$ cat config.mk
export PLATFORM = sky130hd
export DESIGN_NAME = ps2_keycode_collector_flat
export DESIGN_NICKNAME = d
export VERILOG_FILES = /design/src/rtl/ps2_keycode_collector_pkg.sv /design/src/rtl/ps2_keycode_collector_if.sv /design/src/rtl/ps2_keycode_collector_rx.sv /design/src/rtl/ps2_keycode_collector.sv /design/src/flat_wrapper.sv
export SDC_FILE = /design/constraint.sdc
export NUM_CORES = 1
export LEC_CHECK = 0
export CORE_UTILIZATION = 53
export CTS_BUF_LIST = sky130_fd_sc_hd__clkbuf_16
export DETAILED_ROUTE_END_ITERATION = 12
export PLACE_DENSITY = 0.77
export SYNTH_ARGS = -nofsm -noshare
export SYNTH_HDL_FRONTEND = slang
export SYNTH_SLANG_ARGS = --single-unit
$ cat constraint.sdc
create_clock -name Clk -period 2.85 [get_ports Clk]
set_clock_uncertainty 0.05 [all_clocks]
set_input_delay 0.57 -clock Clk [delete_from_list [all_inputs] [get_ports Clk]]
set_output_delay 0.57 -clock Clk [all_outputs]
set_load 0.05 [all_outputs]
$ cat src/rtl/ps2_keycode_collector_pkg.sv
// Shared types, HID key constants and the set-2 scan-code translation for the PS/2 keycode collector.
// Latency: n/a (declarations only).
// Backpressure: n/a.
package ps2_pkg;

    typedef enum logic [1:0] {
        RX_IDLE,
        RX_DATA,
        RX_PARITY,
        RX_STOP
    } rx_state_t;

    localparam int NUM_SLOTS = 4;

    localparam logic [7:0] KEY_UP    = 8'h52;
    localparam logic [7:0] KEY_DOWN  = 8'h51;
    localparam logic [7:0] KEY_LEFT  = 8'h50;
    localparam logic [7:0] KEY_RIGHT = 8'h4f;
    localparam logic [7:0] KEY_W     = 8'h1a;
    localparam logic [7:0] KEY_A     = 8'h04;
    localparam logic [7:0] KEY_S     = 8'h16;
    localparam logic [7:0] KEY_D     = 8'h07;
    localparam logic [7:0] KEY_SPACE = 8'h2c;
    localparam logic [7:0] KEY_ENTER = 8'h28;
    localparam logic [7:0] KEY_NONE  = 8'h00;

    localparam logic [7:0] PS2_EXT = 8'he0;
    localparam logic [7:0] PS2_BRK = 8'hf0;

    // Unlisted codes return KEY_NONE, which the slot table ignores.
    function automatic logic [7:0] ps2_to_hid(input logic ext, input logic [7:0] code);
        logic [7:0] hid;
        hid = KEY_NONE;
        case ({ext, code})
            {1'b1, 8'h75}: hid = KEY_UP;
            {1'b1, 8'h72}: hid = KEY_DOWN;
            {1'b1, 8'h6b}: hid = KEY_LEFT;
            {1'b1, 8'h74}: hid = KEY_RIGHT;
            {1'b0, 8'h1d}: hid = KEY_W;
            {1'b0, 8'h1c}: hid = KEY_A;
            {1'b0, 8'h1b}: hid = KEY_S;
            {1'b0, 8'h23}: hid = KEY_D;
            {1'b0, 8'h29}: hid = KEY_SPACE;
            {1'b0, 8'h5a}: hid = KEY_ENTER;
            default:       hid = KEY_NONE;
        endcase
        return hid;
    endfunction

endpackage

$ cat src/rtl/ps2_keycode_collector_if.sv
// Pressed-key slot bus from the collector to the tank movement controllers.
// Latency: n/a (wires only).
// Backpressure: none; consumers sample the level-valued slots whenever they like.
interface ps2_keycode_collector_if;
    logic [31:0] keycode;
    logic        frame_err;

    modport master (output keycode, frame_err);
    modport slave  (input  keycode, frame_err);
endinterface

$ cat src/rtl/ps2_keycode_collector_rx.sv
// PS/2 byte receiver: pin synchronizers, falling-edge detect, framing FSM and mid-frame watchdog.
// Latency: byte_valid/frame_err one cycle after the stop-bit edge is detected.
// Backpressure: none; the device clocks the bus, so every byte is presented exactly once.
module ps2_rx
    import ps2_pkg::*;
#(
    parameter int TIMEOUT_CYC = 50000
) (
    input  logic       Clk,
    input  logic       Reset_n,
    input  logic       ps2_clk,
    input  logic       ps2_dat,
    output logic [7:0] rx_byte,
    output logic       byte_valid,
    output logic       frame_err
);
    localparam int WD_W = $clog2(TIMEOUT_CYC + 1);
    localparam logic [WD_W-1:0] WD_LIM = WD_W'(TIMEOUT_CYC - 1);

    logic clk_s1, clk_s2, clk_s3;
    logic dat_s1, dat_s2;
    logic fall;

    rx_state_t       state;
    logic [7:0]      shreg;
    logic [2:0]      bit_cnt;
    logic            par;
    logic [WD_W-1:0] wdog;

    // Both pins reset high, matching an idle bus, so no edge is seen out of reset.
    always_ff @(posedge Clk or negedge Reset_n) begin
        if (!Reset_n) begin
            clk_s1 <= 1'b1;
            clk_s2 <= 1'b1;
            clk_s3 <= 1'b1;
            dat_s1 <= 1'b1;
            dat_s2 <= 1'b1;
        end else begin
            clk_s1 <= ps2_clk;
            clk_s2 <= clk_s1;
            clk_s3 <= clk_s2;
            dat_s1 <= ps2_dat;
            dat_s2 <= dat_s1;
        end
    end

    assign fall = clk_s3 & ~clk_s2;

    always_ff @(posedge Clk or negedge Reset_n) begin
        if (!Reset_n) begin
            state      <= RX_IDLE;
            shreg      <= '0;
            bit_cnt    <= '0;
            par        <= 1'b0;
            wdog       <= '0;
            rx_byte    <= '0;
            byte_valid <= 1'b0;
            frame_err  <= 1'b0;
        end else begin
            byte_valid <= 1'b0;
            frame_err  <= 1'b0;
            if (fall) begin
                wdog <= '0;
                case (state)
                    RX_IDLE: begin
                        if (!dat_s2) begin
                            state   <= RX_DATA;
                            bit_cnt <= '0;
                        end
                    end
                    RX_DATA: begin
                        shreg   <= {dat_s2, shreg[7:1]};
                        bit_cnt <= bit_cnt + 3'd1;
                        if (bit_cnt == 3'd7) state <= RX_PARITY;
                    end
                    RX_PARITY: begin
                        par   <= dat_s2;
                        state <= RX_STOP;
                    end
                    RX_STOP: begin
                        if ((^{shreg, par}) && dat_s2) begin
                            byte_valid <= 1'b1;
                            rx_byte    <= shreg;
                        end else begin
                            frame_err <= 1'b1;
                        end
                        state <= RX_IDLE;
                    end
                    default: state <= RX_IDLE;
                endcase
            end else if (state != RX_IDLE) begin
                // A device that stops clocking mid-frame would otherwise wedge the receiver.
                if (wdog == WD_LIM) begin
                    state     <= RX_IDLE;
                    frame_err <= 1'b1;
                    wdog      <= '0;
                end else begin
                    wdog <= wdog + WD_W'(1);
                end
            end
        end
    end

endmodule

$ cat src/rtl/ps2_keycode_collector.sv
// PS/2 set-2 make/break decoder feeding a 4-slot pressed-key table of HID codes.
// Latency: keycode updates two cycles after the stop-bit edge is detected.
// Backpressure: none; new presses are dropped when all four slots are occupied.
module ps2_keycode_collector
    import ps2_pkg::*;
#(
    parameter int TIMEOUT_CYC = 50000
) (
    input  logic                           Clk,
    input  logic                           Reset_n,
    input  logic                           PS2_CLK,
    input  logic                           PS2_DAT,
    ps2_keycode_collector_if.master        kc
);
    logic [7:0] rx_byte;
    logic       byte_valid;
    logic       rx_frame_err;

    logic       ext, brk;
    logic [7:0] slot [NUM_SLOTS];
    logic [7:0] hid;
    logic       present;
    logic       has_empty;
    logic [1:0] free_idx;

    ps2_rx #(.TIMEOUT_CYC(TIMEOUT_CYC)) u_rx (
        .Clk        (Clk),
        .Reset_n    (Reset_n),
        .ps2_clk    (PS2_CLK),
        .ps2_dat    (PS2_DAT),
        .rx_byte    (rx_byte),
        .byte_valid (byte_valid),
        .frame_err  (rx_frame_err)
    );

    // Descending scan so the lowest empty index wins.
    always_comb begin
        hid       = ps2_to_hid(ext, rx_byte);
        present   = 1'b0;
        has_empty = 1'b0;
        free_idx  = '0;
        for (int i = NUM_SLOTS - 1; i >= 0; i--) begin
            if (slot[i] == hid) present = 1'b1;
            if (slot[i] == KEY_NONE) begin
                has_empty = 1'b1;
                free_idx  = 2'(i);
            end
        end
    end

    always_ff @(posedge Clk or negedge Reset_n) begin
        if (!Reset_n) begin
            ext <= 1'b0;
            brk <= 1'b0;
            for (int i = 0; i < NUM_SLOTS; i++) slot[i] <= KEY_NONE;
        end else if (byte_valid) begin
            if (rx_byte == PS2_EXT) begin
                ext <= 1'b1;
            end else if (rx_byte == PS2_BRK) begin
                brk <= 1'b1;
            end else begin
                ext <= 1'b0;
                brk <= 1'b0;
                if (hid != KEY_NONE) begin
                    if (brk) begin
                        // Slots never compact, so held keys keep their lanes.
                        for (int i = 0; i < NUM_SLOTS; i++)
                            if (slot[i] == hid) slot[i] <= KEY_NONE;
                    end else if (!present && has_empty) begin
                        slot[free_idx] <= hid;
                    end
                end
            end
        end
    end

    assign kc.keycode   = {slot[3], slot[2], slot[1], slot[0]};
    assign kc.frame_err = rx_frame_err;

endmodule
$ cat src/flat_wrapper.sv
// flat-port wrapper written by rule: the top's interface ports become plain ports
module ps2_keycode_collector_flat import ps2_pkg::*;
#(
    parameter int TIMEOUT_CYC = 50000
)
  (Clk, Reset_n, PS2_CLK, PS2_DAT, kc_keycode, kc_frame_err);
  ps2_keycode_collector_if kc_i ();
  input  logic Clk;
  input  logic Reset_n;
  input  logic PS2_CLK;
  input  logic PS2_DAT;
  output wire logic [$bits(kc_i.keycode)-1:0] kc_keycode;
  output wire logic [$bits(kc_i.frame_err)-1:0] kc_frame_err;
  assign kc_keycode = kc_i.keycode;
  assign kc_frame_err = kc_i.frame_err;
  ps2_keycode_collector #(.TIMEOUT_CYC(TIMEOUT_CYC)) u_core (.Clk(Clk), .Reset_n(Reset_n), .PS2_CLK(PS2_CLK), .PS2_DAT(PS2_DAT), .kc(kc_i));
endmodule
* After elaboration in Yosys (flattened, before gate mapping)
Index checks and enable logic that the tools add are counted.
** Cells by class
- $add $sub $neg :: 2
- $lt $le $gt $ge :: 2
- Equality and inequality tests :: 29
- Multiplexer cells :: 44
- Bitwise logic cells :: 5
- Reductions and logical operators :: 27
** Operators with widths (count)
- $pmux W7 S10 :: 1
- $mux W32 :: 2
- $mux W16 :: 3
- $mux W8 :: 5
- $eq A9 B9 Y1 const B :: 4
- $bwmux W32 :: 1
- $eq A8 B7 Y1 :: 4
- $logic_not A8 Y1 :: 4
- $eq A9 B5 Y1 const B :: 3
- $reduce_and A6 Y1 :: 4
- $mux W1 :: 19
- $eq A9 B6 Y1 const B :: 2
- $mux W2 :: 9
- $add A16 B1 Y16 const B :: 1
- $demux W8 S2 :: 1
- $eq A16 B16 Y1 const B :: 1
- $eq A8 B8 Y1 const B :: 2
- $ne A2 B2 Y1 const B :: 5
- $reduce_bool A2 Y1 :: 5
- $eq A9 B7 Y1 const B :: 1
- $reduce_xor A9 Y1 :: 1
- $pmux W2 S4 :: 1
- $reduce_and A2 Y1 :: 4
- $reduce_bool A8 Y1 :: 1
- 18 further kinds :: 25
** Storage, ports and cells
- Register bits after elaboration :: 79
- Bits of input ports :: 4
- Output and inout port bits :: 33
- Logic and storage cells :: 128

* Longest topological paths before layout
- Depth after elaboration :: 13
- Mapped depth :: 13
- Gate-level depth less buffers :: 8

* Cells and area by module
A second synthesis with hierarchy kept.
** Unflattened totals
- Cell total of the unflattened synthesis :: 415
- Area total of the unflattened synthesis :: 4217.8 µm²
** By module, submodules not included
- ps2_keycode_collector :: times used 1, cells each 241, area an instance 2134.5 µm², sequential area each 750.7 µm²
- ps2_rx :: times used 1, cells each 174, area an instance 2083.2 µm², sequential area each 1132.3 µm²

* Worst setup path after synthesis
Ideal clock, no wire load.
- Path kind :: register to register
- From :: reg u_core.u_rx.rx_byte[7]
- To :: reg u_core.slot (netlist bit u_core.kc.keycode[6])
- Setup time :: 121 ps
- Data arrival time :: 2538 ps
- Data required time :: 2679 ps
- Slack :: 141 ps
- Stages on the path, launching flop included :: 11
- Path buffers :: 2
- Period minus slack after synthesis :: 2709 ps
- Cells stage by stage :: dfrtp_1 > nand3b_2 > or4_1 > xor2_1 > nand3b_1 > a222oi_1 > nand3_1 > and4_1 > buf_6 > buf_8 > a22o_1
** Between the ends
- Cells in the longest elaborated chain, start to end :: 11
- Elaborated cells on any way between the ends :: 32
- Classes of those cells :: eq/ne: 17; mux: 8; bitwise: 2; reduce/logical: 5
** RTL lines
- start: declaration :: line ps2_keycode_collector_rx.sv:13 : output logic [7:0] rx_byte,
- start signal: assignment :: line ps2_keycode_collector_rx.sv:83 : rx_byte <= shreg;
- $eq A9 B7 Y1, or another cell as far along :: line ps2_keycode_collector_pkg.sv:34 : case ({ext, code})
- $pmux W7 S10 :: line ps2_keycode_collector_pkg.sv:34
- $eq A8 B7 Y1 :: line ps2_keycode_collector.sv:43 : if (slot[i] == hid) present = 1'b1;
- $mux W1 (4 in a row) :: line ps2_keycode_collector.sv:43
- $logic_not A1 Y1 :: line ps2_keycode_collector.sv:69 : end else if (!present && has_empty) begin
- $logic_and A1 B1 Y1 :: line ps2_keycode_collector.sv:69
- $reduce_bool A2 Y1 (no source line)
- $reduce_and A6 Y1 (no source line)
- end signal: indexed assignment :: line ps2_keycode_collector.sv:70 : slot[free_idx] <= hid;
- end: declaration :: line ps2_keycode_collector.sv:20 : logic [7:0] slot [NUM_SLOTS];
Several ways; a longest one is shown, not always the timed one. The select of a mux whose other input is x is not followed.
A chain may end at the register's enable or synchronous reset.

* Final worst setup path
- From :: reg u_core.u_rx.rx_byte[7]
- To :: reg u_core.slot (netlist bit u_core.kc.keycode[11])
Same word-level chain as after synthesis.

==> impl_metrics.ini <==
[run_status]
status = completed

[timing]
fin_setup_tns_ps = 0
post-route-period-util_pct = 98.86
worstMarginPinSlew_ps = 889.9
finalCriticalPeriod_ps = 2818
whs_ps = 281.9
hold_violations = 0
maxSlewViolCount = 0
rsz0062_at_grt = true
slew_headroom_pct = 40.68
setup_viol_count_final = 0
max_freq_mhz = 354.9

[synthesis]
yosysWarnings = 0
yosys.cell_types.count = 66
yosys.area.top_type = dfrtp_1
synth-edff-count = 0
synth_top_flop_cell = dfrtp_1
ys_ff_latch = 75
synth.cell_area_mm2 = 0.004285
yosys.area.top_type_share_pct = 40.88
synth.top_cells.by_area = dfrtp_1 (41%), a22o_1 (5.3%), mux2_2 (4.7%), xor2_1 (3.5%), dfstp_2 (3.1%)
ys_seq_area_share_pct = 43.94
netlist_instances = 416
synth-async-reset-ratio_pct = 100.0
avgSynthCellArea_um2 = 10.30

[clocking]
clock_sinks = 75
root_buffer = clkbuf_16
cts.htree.levels = 3
max-clock-path-buffers = 2
clk_pin_slew_ps = 60
cts_tree = built
worstSkewPairLatency_ps = 330
cts_made_buffers = 9

[pwr]
irDropWorstVdd_mv = 0.3922
leakage_nw = 2.253
finalPower_mw = 2.656
p_per_area_mw_per_mm2 = 519.6

[finish]
antenna_cells = 0
area_delta_synth_final_pct = 19.30
final_nets = 471
fillCellCount = 598
final_layout_size_suffix_gt1_share_pct = 21.29

[route]
wire_per_inst_um = 16.23
drc = 0
ant_nets = 0
vias = 3357
first_pass_iters = 5
via_per_inst = 5.921
drtIter0Drc = 186
wl_um = 9200

[job]
max_cap_viol_count = 0

[floorplanning]
ios = 37
rows = 32
die-area_mm2 = 0.008449
core_area_mm2 = 0.007767
dieHeight_um = 91.92
start_util_pct = 55.17
die_w_um = 91.92

[grt]
overflow = 0
antenna_found_initial = 0
grt_pass1_vias = 3224
grt_pass1_wl_um = 15350
grt_max_degree = 76
grt_usage_pct = 23.10

[placed_design]
port_buffers = 32
dp_hpwl_um = 6336
gp_congestion = 0.8460

[worst_setup_path]
path_max_fanout = 28
cp.arrival_ps = 2990
critPathMaxStageDelay_ps = 510
reg2reg_depth = 9
cp-start-kind = flop
crit_start = u_core.u_rx.rx_byte[7]
r2r-end = u_core.kc.keycode[11]
cp-endpoint = u_core.kc.keycode[11]
cpMaxStageDelayCell = or4_4
r2r_slack_ps = 30
cp.required_ps = 3020
worstPathCellList = nand3b_2, or4_4, xor2_1, nand3b_1, a222oi_1, nand3_1, and4_1, buf_12, a22o_2
path_class = reg -> reg
cp-end-kind = flop
r2r-start = u_core.u_rx.rx_byte[7]

[min_path]
hold_class = in -> async
## worst max-delay path, delay by kind of cell, from the launching register on
kind,cells,cell delay (ps)
DFF,1,450
buffers and inverters,1,160
and+or+nand+nor,5,1170
AOI/OAI and AO/OA,2,700
xor gates and xnor gates,1,160
## how the worst min path moves through the flow
stage / from / end / slack [ps]
6_report: Reset_n / u_core.kc.keycode[6] / 280
3_5_place_dp: u_core.u_rx.clk_s1 / u_core.u_rx.clk_s2 / 300
4_1_cts: u_core.u_rx.clk_s1 / u_core.u_rx.clk_s2 / 300
2_1_floorplan: Reset_n / u_core.brk / 220
3_3_place_gp: u_core.u_rx.clk_s1 / u_core.u_rx.clk_s2 / 300
5_1_grt: u_core.u_rx.clk_s1 / u_core.u_rx.clk_s2 / 300
## cells in the mapped netlist, types with 9 or more instances
master / n
inv_1: 9
clkbuf_1: 9
xnor2_1: 13
nor2_1: 35
a22o_1: 26
nand2_1: 22
xor2_1: 17
nand3_1: 19
a21oi_1: 11
o21ai_0: 16
nor3_1: 22
dfrtp_1: 70
mux2_2: 18
## report_power, final
group	internal [mW]	leakage [nW]	switching [mW]
registers	1.14	1.02	0.0666
clock network	0.666	0.145	0.426
logic	0.172	1.09	0.189
## metrics by stage
step	utilization (%)	area (um^2)	setup WS [ps]	instances
2_1_floorplan	-	4297	140.6	419
3_3_place_gp	60.71	4716	66.18	545
3_5_place_dp	60.71	4716	21.74	545
4_1_cts	64.45	5006	30.85	561
5_1_grt	65.82	5112	-39.30	567
6_report	65.82	5112	32.44	567
## kinds of logic (layout without fill, tap and decap cells)
| kind of cell | after synthesis | in the layout | synth area share [%] |
|---|---|---|---|
| adder cells (fa/ha/maj) | 7 | 7 | 2.044 |
| AO/OA/AOI/OAI | 80 | 80 | 13.87 |
| AND/OR/NAND/NOR | 170 | 170 | 23.83 |
| flip-flops | 75 | 75 | 43.94 |
| other | 1 | 4 | 0.08751 |
| buffers and inverters | 31 | 77 | 4.438 |
| XOR/XNOR | 30 | 30 | 6.131 |
| multiplexers | 22 | 22 | 5.664 |
## cells in the final DEF (no fill, tap or decap), types with 5 or more instances in the layout
master	count
buf_4	19
a22o_2	7
nand4_1	5
dfrtp_1	68
and3_1	6
clkbuf_16	9
inv_1	10
a22o_1	26
clkdlybuf4s50_1	31
dfstp_2	5
nand2_1	21
xnor2_1	13
nand3_1	19
a21oi_1	9
xor2_1	17
mux2_2	18
nand2b_1	5
ha_1	7
nor3_1	22
nor2_1	34
o21ai_0	16
## cell type report
class / instances / area, um^2 / area share, %
tap: 102 / 127.6 / 2.496
clock buffer: 9 / 225.2 / 4.405
sequential: 75 / 1886 / 36.88
multi-input combinational: 313 / 2287 / 44.74
clock inverter: 7 / 60.06 / 1.175
timing repair buffer: 52 / 493.0 / 9.643
inverter: 9 / 33.78 / 0.6608
## per-layer routing
layer  vias to the layer above  track usage (%)  routed length (um)  share of wire [%]
li1                       1604                -                   -                  -
met1                      1630            29.28                4065                 44
met2                       104            39.61                4569                 50
met3                        19            3.566                 357                3.9
met4                         0            8.984                 208                2.3
met5                         -                0                   0                  0
## timing repair
item,CTS,global route
endpoints found under the setup margin,6,28
setup buffers,0,6
gates resized for setup,3,13
hold buffers,0,0
pin swaps,1,8
gates cloned,0,0
## flip-flops by register name (all words and copies together), names as in the netlist, 2 cells and up
name / cells
u_core.kc.keycode: 28
u_core.u_rx.wdog: 16
u_core.u_rx.rx_byte: 8
u_core.u_rx.shreg: 8
u_core.u_rx.bit_cnt: 3
u_core.u_rx.state: 2
Power figures use the tool's default switching activity.
